===== src/rtl/l2_fwd_stall_q.sv =====
// Stalled coherence-forward queue: holds forwards blocked on a pending L2 request
// and replays them oldest-first per line once the blocking request index releases.
module l2_fwd_stall_q #(
    parameter int N_ENTRIES      = 4,
    parameter int REQS_BITS      = 2,
    parameter int LINE_ADDR_BITS = 26,
    parameter int MSG_BITS       = 5,
    parameter int ID_BITS        = 4,
    localparam int CNT_W         = $clog2(N_ENTRIES + 1)
) (
    input  logic                      clk,
    input  logic                      rst,
    input  logic                      push_valid,
    output logic                      push_ready,
    input  logic [MSG_BITS-1:0]       push_msg,
    input  logic [LINE_ADDR_BITS-1:0] push_line_addr,
    input  logic [ID_BITS-1:0]        push_req_id,
    input  logic [REQS_BITS-1:0]      push_reqs_i,
    input  logic                      release_valid,
    input  logic [REQS_BITS-1:0]      release_reqs_i,
    output logic                      pop_valid,
    input  logic                      pop_ready,
    output logic [MSG_BITS-1:0]       pop_msg,
    output logic [LINE_ADDR_BITS-1:0] pop_line_addr,
    output logic [ID_BITS-1:0]        pop_req_id,
    output logic [CNT_W-1:0]          count,
    output logic                      full,
    output logic                      empty
);

    logic [N_ENTRIES-1:0]      valid_q, valid_d;
    logic [N_ENTRIES-1:0]      blocked_q, blocked_d;
    logic [MSG_BITS-1:0]       msg_q  [N_ENTRIES];
    logic [MSG_BITS-1:0]       msg_d  [N_ENTRIES];
    logic [LINE_ADDR_BITS-1:0] line_q [N_ENTRIES];
    logic [LINE_ADDR_BITS-1:0] line_d [N_ENTRIES];
    logic [ID_BITS-1:0]        id_q   [N_ENTRIES];
    logic [ID_BITS-1:0]        id_d   [N_ENTRIES];
    logic [REQS_BITS-1:0]      reqs_q [N_ENTRIES];
    logic [REQS_BITS-1:0]      reqs_d [N_ENTRIES];
    // older_q[i][j] set when entry j arrived before entry i
    logic [N_ENTRIES-1:0]      older_q [N_ENTRIES];
    logic [N_ENTRIES-1:0]      older_d [N_ENTRIES];
    logic [CNT_W-1:0]          count_q, count_d;

    logic [N_ENTRIES-1:0]      same_line_older;
    logic [N_ENTRIES-1:0]      eligible;
    logic [N_ENTRIES-1:0]      sel_oh;
    logic [N_ENTRIES-1:0]      alloc_oh;
    logic [N_ENTRIES-1:0]      pop_mask;
    logic                      push_fire;
    logic                      pop_fire;
    logic                      push_unblocked;

    assign count      = count_q;
    assign full       = (count_q == CNT_W'(N_ENTRIES));
    assign empty      = (count_q == '0);
    assign push_ready = !full;

    assign push_fire      = push_valid && push_ready;
    assign pop_fire       = pop_valid && pop_ready;
    assign push_unblocked = release_valid && (release_reqs_i == push_reqs_i);
    assign pop_mask       = {N_ENTRIES{pop_fire}} & sel_oh;

    // Lowest clear bit of valid_q; a slot popped this cycle is still valid here,
    // so it is never handed to a same-cycle push.
    assign alloc_oh = ~valid_q & (valid_q + N_ENTRIES'(1));

    always_comb begin
        same_line_older = '0;
        eligible        = '0;
        for (int e = 0; e < N_ENTRIES; e++) begin
            for (int j = 0; j < N_ENTRIES; j++) begin
                if (valid_q[j] && older_q[e][j] && (line_q[j] == line_q[e])) begin
                    same_line_older[e] = 1'b1;
                end
            end
            eligible[e] = valid_q[e] && !blocked_q[e] && !same_line_older[e];
        end
    end

    // Age order is total over valid entries, so at most one eligible entry
    // has no older eligible peer.
    always_comb begin
        sel_oh = '0;
        for (int e = 0; e < N_ENTRIES; e++) begin
            sel_oh[e] = eligible[e] && ((eligible & older_q[e]) == '0);
        end
    end

    always_comb begin
        pop_valid     = |eligible;
        pop_msg       = '0;
        pop_line_addr = '0;
        pop_req_id    = '0;
        for (int e = 0; e < N_ENTRIES; e++) begin
            if (sel_oh[e]) begin
                pop_msg       = pop_msg | msg_q[e];
                pop_line_addr = pop_line_addr | line_q[e];
                pop_req_id    = pop_req_id | id_q[e];
            end
        end
    end

    always_comb begin
        valid_d   = valid_q;
        blocked_d = blocked_q;
        for (int i = 0; i < N_ENTRIES; i++) begin
            msg_d[i]   = msg_q[i];
            line_d[i]  = line_q[i];
            id_d[i]    = id_q[i];
            reqs_d[i]  = reqs_q[i];
            older_d[i] = older_q[i];
        end

        valid_d = valid_d & ~pop_mask;
        for (int i = 0; i < N_ENTRIES; i++) begin
            older_d[i] = older_d[i] & ~pop_mask;
            if (pop_mask[i]) begin
                older_d[i] = '0;
            end
        end

        if (release_valid) begin
            for (int i = 0; i < N_ENTRIES; i++) begin
                if (valid_q[i] && (reqs_q[i] == release_reqs_i)) begin
                    blocked_d[i] = 1'b0;
                end
            end
        end

        if (push_fire) begin
            for (int i = 0; i < N_ENTRIES; i++) begin
                if (alloc_oh[i]) begin
                    valid_d[i]   = 1'b1;
                    blocked_d[i] = !push_unblocked;
                    msg_d[i]     = push_msg;
                    line_d[i]    = push_line_addr;
                    id_d[i]      = push_req_id;
                    reqs_d[i]    = push_reqs_i;
                    older_d[i]   = valid_q & ~pop_mask;
                end
            end
            for (int j = 0; j < N_ENTRIES; j++) begin
                for (int i = 0; i < N_ENTRIES; i++) begin
                    if (alloc_oh[i]) begin
                        older_d[j][i] = 1'b0;
                    end
                end
            end
        end

        count_d = count_q + CNT_W'(push_fire) - CNT_W'(pop_fire);
    end

    always_ff @(posedge clk or negedge rst) begin
        if (!rst) begin
            valid_q   <= '0;
            blocked_q <= '0;
            count_q   <= '0;
            for (int i = 0; i < N_ENTRIES; i++) begin
                msg_q[i]   <= '0;
                line_q[i]  <= '0;
                id_q[i]    <= '0;
                reqs_q[i]  <= '0;
                older_q[i] <= '0;
            end
        end else begin
            valid_q   <= valid_d;
            blocked_q <= blocked_d;
            count_q   <= count_d;
            for (int i = 0; i < N_ENTRIES; i++) begin
                msg_q[i]   <= msg_d[i];
                line_q[i]  <= line_d[i];
                id_q[i]    <= id_d[i];
                reqs_q[i]  <= reqs_d[i];
                older_q[i] <= older_d[i];
            end
        end
    end

endmodule


===== config.mk =====
export PLATFORM = sky130hd
export DESIGN_NAME = l2_fwd_stall_q
export DESIGN_NICKNAME = d
export VERILOG_FILES = /design/src/rtl/l2_fwd_stall_q.sv
export SDC_FILE = /design/constraint.sdc
export NUM_CORES = 1
export LEC_CHECK = 0
export ABC_AREA = 1
export CAP_MARGIN = 20
export CORE_MARGIN = 2
export CORE_UTILIZATION = 30
export DETAILED_ROUTE_END_ITERATION = 10
export HOLD_SLACK_MARGIN = 0.02
export PLACE_DENSITY_LB_ADDON = 0.2
export SLEW_MARGIN = 20
export SYNTH_ARGS = -nofsm -noshare
export SYNTH_HDL_FRONTEND = slang
export SYNTH_SLANG_ARGS = --single-unit

===== constraint.sdc =====
create_clock -name clk -period 6.9 [get_ports clk]
set_input_delay 1.035 -clock clk [delete_from_list [all_inputs] [get_ports clk]]
set_output_delay 1.035 -clock clk [all_outputs]
set_load 0.01 [all_outputs]

==> flow_metrics.env, run 1 <==
export IMPL_status="finished clean"
export IMPL_ios=86
export IMPL_p_total_w=0.00449
export IMPL_relSlewSlack_pct=42.6
export IMPL_die_h_um=190
export IMPL_cts_htree_levels=4
export IMPL_cts_sinks=175
export IMPL_hold_path_class="reg -> reg"
export IMPL_reg2reg_from="line_q[101]"
export IMPL_grt_pass1_vias=8867
export IMPL_final_util_pct=35.1
export IMPL_syn_area_um2=10400
export IMPL_fin_crit_sh_pct=72.3
export IMPL_hpwl_um=21900
export IMPL_final_setup_skew_ps=14.4
export IMPL_yosys_register_bits=175
export IMPL_place_congestion=0.889
export IMPL_slowest_stage="nor2_4"
export IMPL_worst_path_buf_inv=3
export IMPL_cts_root_buffer="clkbuf_16"
export IMPL_r2r_setup_slack_ps=3620
export IMPL_io_buffer_count=85
export IMPL_syn2layout_area_growth_pct=15.8
export IMPL_vias=9154
export IMPL_required_ps=5860
export IMPL_r2r_end="count[2]"
export IMPL_ys_seq_area_share_pct=42.0
export IMPL_row_count=68
export IMPL_maxCapViolations=0
export IMPL_grt_max_degree=73
export IMPL_endpoint="pop_line_addr[3]"
export IMPL_drt_pass1_iterations=7
export IMPL_hold_viol_final=0
export IMPL_setup_viol=0
export IMPL_crit_fanout=20
export IMPL_grt_pass1_wl_um=50500
export IMPL_syn_nets=1540
export IMPL_wirelength_um=31900
export IMPL_cts_tree="yes"
export IMPL_path_class="reg -> out"
export IMPL_dp_slack_ps=2420
export IMPL_cp_arrival_ps=3950
export IMPL_power_density_nw_per_um2=372
export IMPL_cpMostUsedCell="nand2_1"
export IMPL_syn_avg_cell_area_um2=6.98
export IMPL_p_leak_nw=5.74
export IMPL_crit_start="line_q[101]"
export IMPL_cts_resized=0
export IMPL_clk_insertion_delay_late_ps=450
export IMPL_worst_slack_ps=1910
export IMPL_critPathLaunchType="flip-flop"
export IMPL_synthCells=1493
export IMPL_critical_path_top_delay_family="simple AND/OR/NAND/NOR gates"
export IMPL_antenna_found_initial=0
export IMPL_avgRoutedWirePerCell_um=16.1
export IMPL_cp_slowest_stage_delay_ps=570
export IMPL_core_um2=34400
export IMPL_die_area_um2=36200
export IMPL_crit_chain="inv_1 -> nand2_1 -> nand2_1 -> nor2_1 -> nand3_1 -> nor2_1 -> nand3_1 -> nand2_1 -> nor2_1 -> nand2_1 -> nand2_1 -> nor2_4 -> buf_4 -> nand2_1 -> nand2_1 -> a21oi_1 -> o21ai_1 -> clkdlybuf4s50_1"
export IMPL_period_needed_ps=4990
export IMPL_die_x_um=190
export IMPL_cp_end_kind="output port"
export IMPL_drt_iter0_drc=716
export IMPL_cts_hold_buffers=0
export IMPL_yosysWarnings=0
export IMPL_worstMarginPinSlew_ps=858
export IMPL_diodes=0
export IMPL_clk_pin_slew_ps=70
export IMPL_rsz0062_at_grt="false"
export IMPL_fmax_mhz=200
export IMPL_drv_slew=0
export IMPL_via_per_inst=4.61
export IMPL_r2r_cells=18
export IMPL_setup_tns_ps=0
export IMPL_ant_nets=0
export IMPL_start_util_pct=30.3
export IMPL_overflow=0
export IMPL_vdd_drop_max_v=0.000154
export IMPL_final_layout_size_suffix_gt1_share_pct=5.43
export IMPL_grt_use_total_pct=18.2
export IMPL_clock_path_buffers=2
export IMPL_cts_made_buffers=17
export IMPL_nets=1563
export IMPL_post_cts_buffers=0
export IMPL_path_depth=18
export IMPL_drc=0
export IMPL_synth_distinct_cells=38
## final cells by class
class,count,area [um^2]
Fill cell,3705,22300
Clock buffer,17,425
Inverter,166,623
Multi-Input combinational cell,1062,5010
Tap cell,455,569
Sequential cell,175,4380
Timing Repair Buffer,94,920
Clock inverter,15,141
## registers in the layout, indices dropped and copies added, names as in the netlist
| signal | count |
|---|---|
| id_q | 16 |
| msg_q | 20 |
| blocked_q | 4 |
| count | 3 |
| valid_q | 4 |
| line_q | 104 |
| reqs_q | 8 |
| older_q | 16 |
## per-layer routing
| layer | vias to the layer above | track usage, % | part of all wire (%) |
|---|---|---|---|
| li1 | 4648 | - | - |
| met1 | 4253 | 25.1 | 49 |
| met2 | 217 | 28.8 | 45 |
| met3 | 36 | 3.46 | 4.3 |
| met4 | 0 | 5.58 | 2.0 |
| met5 | - | 0 | 0 |
## layout by cell type (no fill, tap or decap), types with 2 or more instances in the layout
cell / count
ha_1: 2
nand3_1: 25
nand4_1: 33
clkinv_1: 2
dfrtp_1: 175
clkbuf_16: 17
a21oi_1: 35
clkinv_2: 2
nor2_8: 2
xor2_1: 25
o211ai_1: 2
inv_6: 7
nor2_2: 5
clkdlybuf4s50_1: 84
nor2_1: 84
o21ai_1: 16
buf_4: 9
nand2_2: 11
o21ai_0: 150
inv_8: 4
o22ai_1: 4
inv_1: 147
inv_2: 17
nor2_4: 4
nand2_4: 2
nand2_1: 583
xnor2_1: 63
nor3_1: 5
a211oi_1: 2
## per-stage QoR
| step | instances | hold WS [ps] | cell area (um^2) |
|---|---|---|---|
| 6_report | 1984 | 486 | 12100 |
| 5_1_grt | 1984 | 509 | 12100 |
| 4_1_cts | 1984 | 491 | 12100 |
| 3_5_place_dp | 1952 | 473 | 11500 |
| 3_3_place_gp | 1952 | 466 | 11500 |
| 2_1_floorplan | 1493 | 453 | 10400 |
## cell usage after synthesis, drive strengths merged
cell type | number | area (um^2)
dfrtp | 175 | 4380
o221ai | 1 | 8.76
fa | 1 | 20.0
o311ai | 1 | 8.76
nand3 | 25 | 125
inv | 164 | 616
ha | 2 | 25.0
nand2 | 596 | 2270
o211ai | 2 | 15.0
a41oi | 1 | 8.76
o21a | 1 | 7.51
a21oi | 35 | 175
a211oi | 2 | 15.0
nand3b | 1 | 7.51
xnor2 | 63 | 552
nor2 | 95 | 424
or2 | 2 | 12.5
o21ai | 166 | 831
clkinv | 2 | 7.51
o22ai | 4 | 25.0
nor3 | 5 | 25.0
buf | 25 | 144
nor3b | 1 | 7.51
clkbuf | 65 | 282
nand4 | 33 | 206
xor2 | 25 | 219
## where the power goes
group / internal, W / switching [W] / leakage [nW]
Clock: 0.000481 / 0.000483 / 0.284
Combinational: 0.000811 / 0.00111 / 3.29
Sequential: 0.00126 / 0.000344 / 2.17
Total: 0.00256 / 0.00193 / 5.74
## cells by family (layout without fill, tap and decap cells)
logic type / Yosys count / count (layout) / share of synthesized area (%)
AND/OR/NAND/NOR: 758 / 758 / 29.6
flip-flops: 175 / 175 / 42.0
adder cells (fa/ha/maj): 3 / 3 / 0.432
XOR/XNOR: 88 / 88 / 7.40
AO/OA/AOI/OAI: 213 / 213 / 10.5
buffers and inverters: 256 / 292 / 10.1
## worst reg2reg max path: stages (launching register included)
cell and delay (ps):
dfrtp_1 420, inv_1 110, nand2_1 70, nand2_1 50, nor2_1 220, nand3_1 110
nor2_1 260, nand3_1 110, nand2_1 130, inv_1 50, nand2_1 50, nand2_1 60
nor2_2 300, nor2_4 130, ha_1 290, inv_1 40, ha_1 180, fa_1 400
xor2_1 170
## worst min-delay path by stage
stage	slack (ps)	cells past startpoint	to	start
floorplan	450	2	id_q[0]	id_q[0]
global placement	470	2	msg_q[3]	msg_q[3]
detailed placement	470	2	id_q[0]	id_q[0]
CTS	490	2	id_q[0]	id_q[0]
global route	510	2	msg_q[7]	msg_q[7]
finish	490	2	id_q[12]	id_q[12]
Note: power is estimated with default switching activity, not from simulation.
==> run 2, diff against run 1 <==
Clock period 6.9 ns to 4.19 ns, I/O delays scaled along.
==> run 2 against run 1 <==
Critical path depth down 1; clock power grew 73%; clock-buffer cell count rose by 3; hold slack worse by 180 ps; utilization rose by 1.1 points; via count up 1.1%; sequential share of layout area shrank 0.97 points; sequential power rose by 63%; critical endpoint is now pop_msg[0]; largest power group unchanged; highest routed layer unchanged.
==> flow_metrics.env, run 2 (synthesis results as in run 1) <==
export IMPL_status="finished clean"
export IMPL_via_per_inst=4.61
export IMPL_io_buffer_count=85
export IMPL_pwr_share_seq_pct=34.5
export IMPL_use_met2_pct=29.3
export IMPL_cp_end_kind="output port"
export IMPL_path_class="reg -> out"
export IMPL_fin_cells=2006
export IMPL_place_area_um2=11600
export IMPL_hpwl_um=22100
export IMPL_cts_sinks=175
export IMPL_setup_tns_ps=0
export IMPL_p_total_w=0.00763
export IMPL_relSlewSlack_pct=35.3
export IMPL_antenna_found_initial=0
export IMPL_hold_worst_slack_ps=310
export IMPL_cts_root_buffer="clkbuf_16"
export IMPL_cp_arrival_ps=3330
export IMPL_r2r_setup_slack_ps=1020
export IMPL_nets=1585
export IMPL_reg2reg_from="line_q[49]"
export IMPL_clk_insertion_delay_late_ps=440
export IMPL_fmax_mhz=253
export IMPL_required_ps=3560
export IMPL_hold_viol_final=0
export IMPL_cts_htree_levels=4
export IMPL_dp_cells=1964
export IMPL_die_x_um=190
export IMPL_p_sw_w=0.00316
export IMPL_start_util_pct=30.3
export IMPL_r2r_cells=18
export IMPL_grt_pass1_vias=9041
export IMPL_final_cell_area_um2=12400
export IMPL_power_density_nw_per_um2=614
export IMPL_grt_max_degree=98
export IMPL_maxCapViolations=0
export IMPL_drc=0
export IMPL_layout_commonest_cell="nand2_1"
export IMPL_ant_nets=0
export IMPL_switching_share_pct=41.4
export IMPL_period_needed_ps=3960
export IMPL_die_area_um2=36200
export IMPL_vias=9254
export IMPL_clock_path_buffers=2
export IMPL_place_congestion=0.884
export IMPL_cts_tree="yes"
export IMPL_final_cell_mix="nand2_1, dfrtp_1, o21ai_0"
export IMPL_diodes=0
export IMPL_worstMarginPinSlew_ps=971
export IMPL_top_regs="line_q (104), msg_q (20)"
export IMPL_die_h_um=190
export IMPL_power_internal_w=0.00447
export IMPL_p_clk_share_pct=21.9
export IMPL_largest_register_ffs=104
export IMPL_clk_pin_slew_ps=80
export IMPL_r2r_end="count[2]"
export IMPL_cts_made_buffers=17
export IMPL_use_met3_pct=2.78
export IMPL_ios=86
export IMPL_final_setup_skew_ps=12.4
export IMPL_top_register="line_q"
export IMPL_busiest_layer="met2"
export IMPL_use_met1_pct=25.8
export IMPL_grt_pass1_wl_um=51200
export IMPL_wirelength_um=32000
export IMPL_vdd_drop_max_v=0.000305
export IMPL_fin_crit_sh_pct=94.5
export IMPL_drv_slew=0
export IMPL_syn2layout_area_growth_pct=19.3
export IMPL_core_um2=34400
export IMPL_crit_fanout=8
export IMPL_avgRoutedWirePerCell_um=15.9
export IMPL_comb_power_share_pct=43.5
export IMPL_hold_path_class="in -> async"
export IMPL_overflow=0
export IMPL_setup_viol=0
export IMPL_grt_use_total_pct=18.3
export IMPL_row_count=68
export IMPL_p_leak_nw=6.00
export IMPL_drt_iter0_drc=634
export IMPL_cts_hold_buffers=0
export IMPL_drt_pass1_iterations=5
export IMPL_final_layout_size_suffix_gt1_share_pct=7.74
export IMPL_critPathLaunchType="flip-flop"
## run 2: cell types whose count changed in the layout (fill, tap and decap cells not counted), moves of 3 or more
cell / before / now
clkinvlp_4: 0 / 3
clkdlybuf4s50_1: 84 / 76
dlymetal6s2s_1: 0 / 8
dfrtp_1: 175 / 165
inv_6: 7 / 3
buf_4: 9 / 23
dfrtp_2: 0 / 10
nor2_1: 84 / 81
buf_12: 0 / 6
## run 2: worst max-delay path, cell delays in order, from the launching register on
cell	delay, ps
dfrtp_1	450
inv_2	70
nand2_1	60
nand2_1	60
nor2_1	180
nand3_1	110
nor2_1	260
nand3_1	120
nand2_1	110
nor2_2	80
nand2_1	80
nand2_2	90
nor2_8	210
buf_4	160
clkbuf_16	150
nand2_1	50
nand4_1	120
clkdlybuf4s50_1	550
## run 2: timing repair
item                                    in CTS  in global routing
endpoints found under the setup margin      29                 32
pin swaps                                    2                  2
cloned                                       0                  1
resized for setup                            0                 31
buffers inserted                             3                  6
## run 2: power groups by stage
stage                     logic (W)  registers [W]  clock network, W
after floorplan             0.00216        0.00238                 0
after global placement      0.00325        0.00265                 0
after detailed placement    0.00327        0.00265                 0
after CTS                   0.00333        0.00263           0.00171
after global routing        0.00373        0.00271           0.00178
final                       0.00332        0.00263           0.00167
## run 2: worst max path at each step
stage                startpoint                 to  cells past startpoint  slack [ps]
floorplan            line_q[81]           count[2]                     18        1560
global placement    line_q[103]   pop_line_addr[6]                     15         350
detailed placement  line_q[103]   pop_line_addr[6]                     15         350
CTS                  line_q[48]  pop_line_addr[11]                     15          50
global route        line_q[101]   pop_line_addr[3]                     19          -1
finish               line_q[49]         pop_msg[0]                     17         230
## run 2: area by class of cell
cell class | instances | area, um^2
clock buffers | 20 | 457
clock inverters | 12 | 149
fillers | 3716 | 21900
inverters | 166 | 626
multi-input cells | 1062 | 5040
flip-flops and latches | 175 | 4390
well taps | 455 | 569
repair buffers | 116 | 1200
## run 2: routing by layer
metal	up-vias	part of all wire, %
li1	4683	-
met1	4365	49
met2	183	46
met3	23	3.7
met4	0	1.5
met5	-	0
## run 2: stage by stage
step	setup WS, ps	utilization (%)
2_1_floorplan	1560	-
3_3_place_gp	352	33.9
3_5_place_dp	353	33.9
4_1_cts	52.1	35.7
5_1_grt	-1.43	36.2
6_report	231	36.2
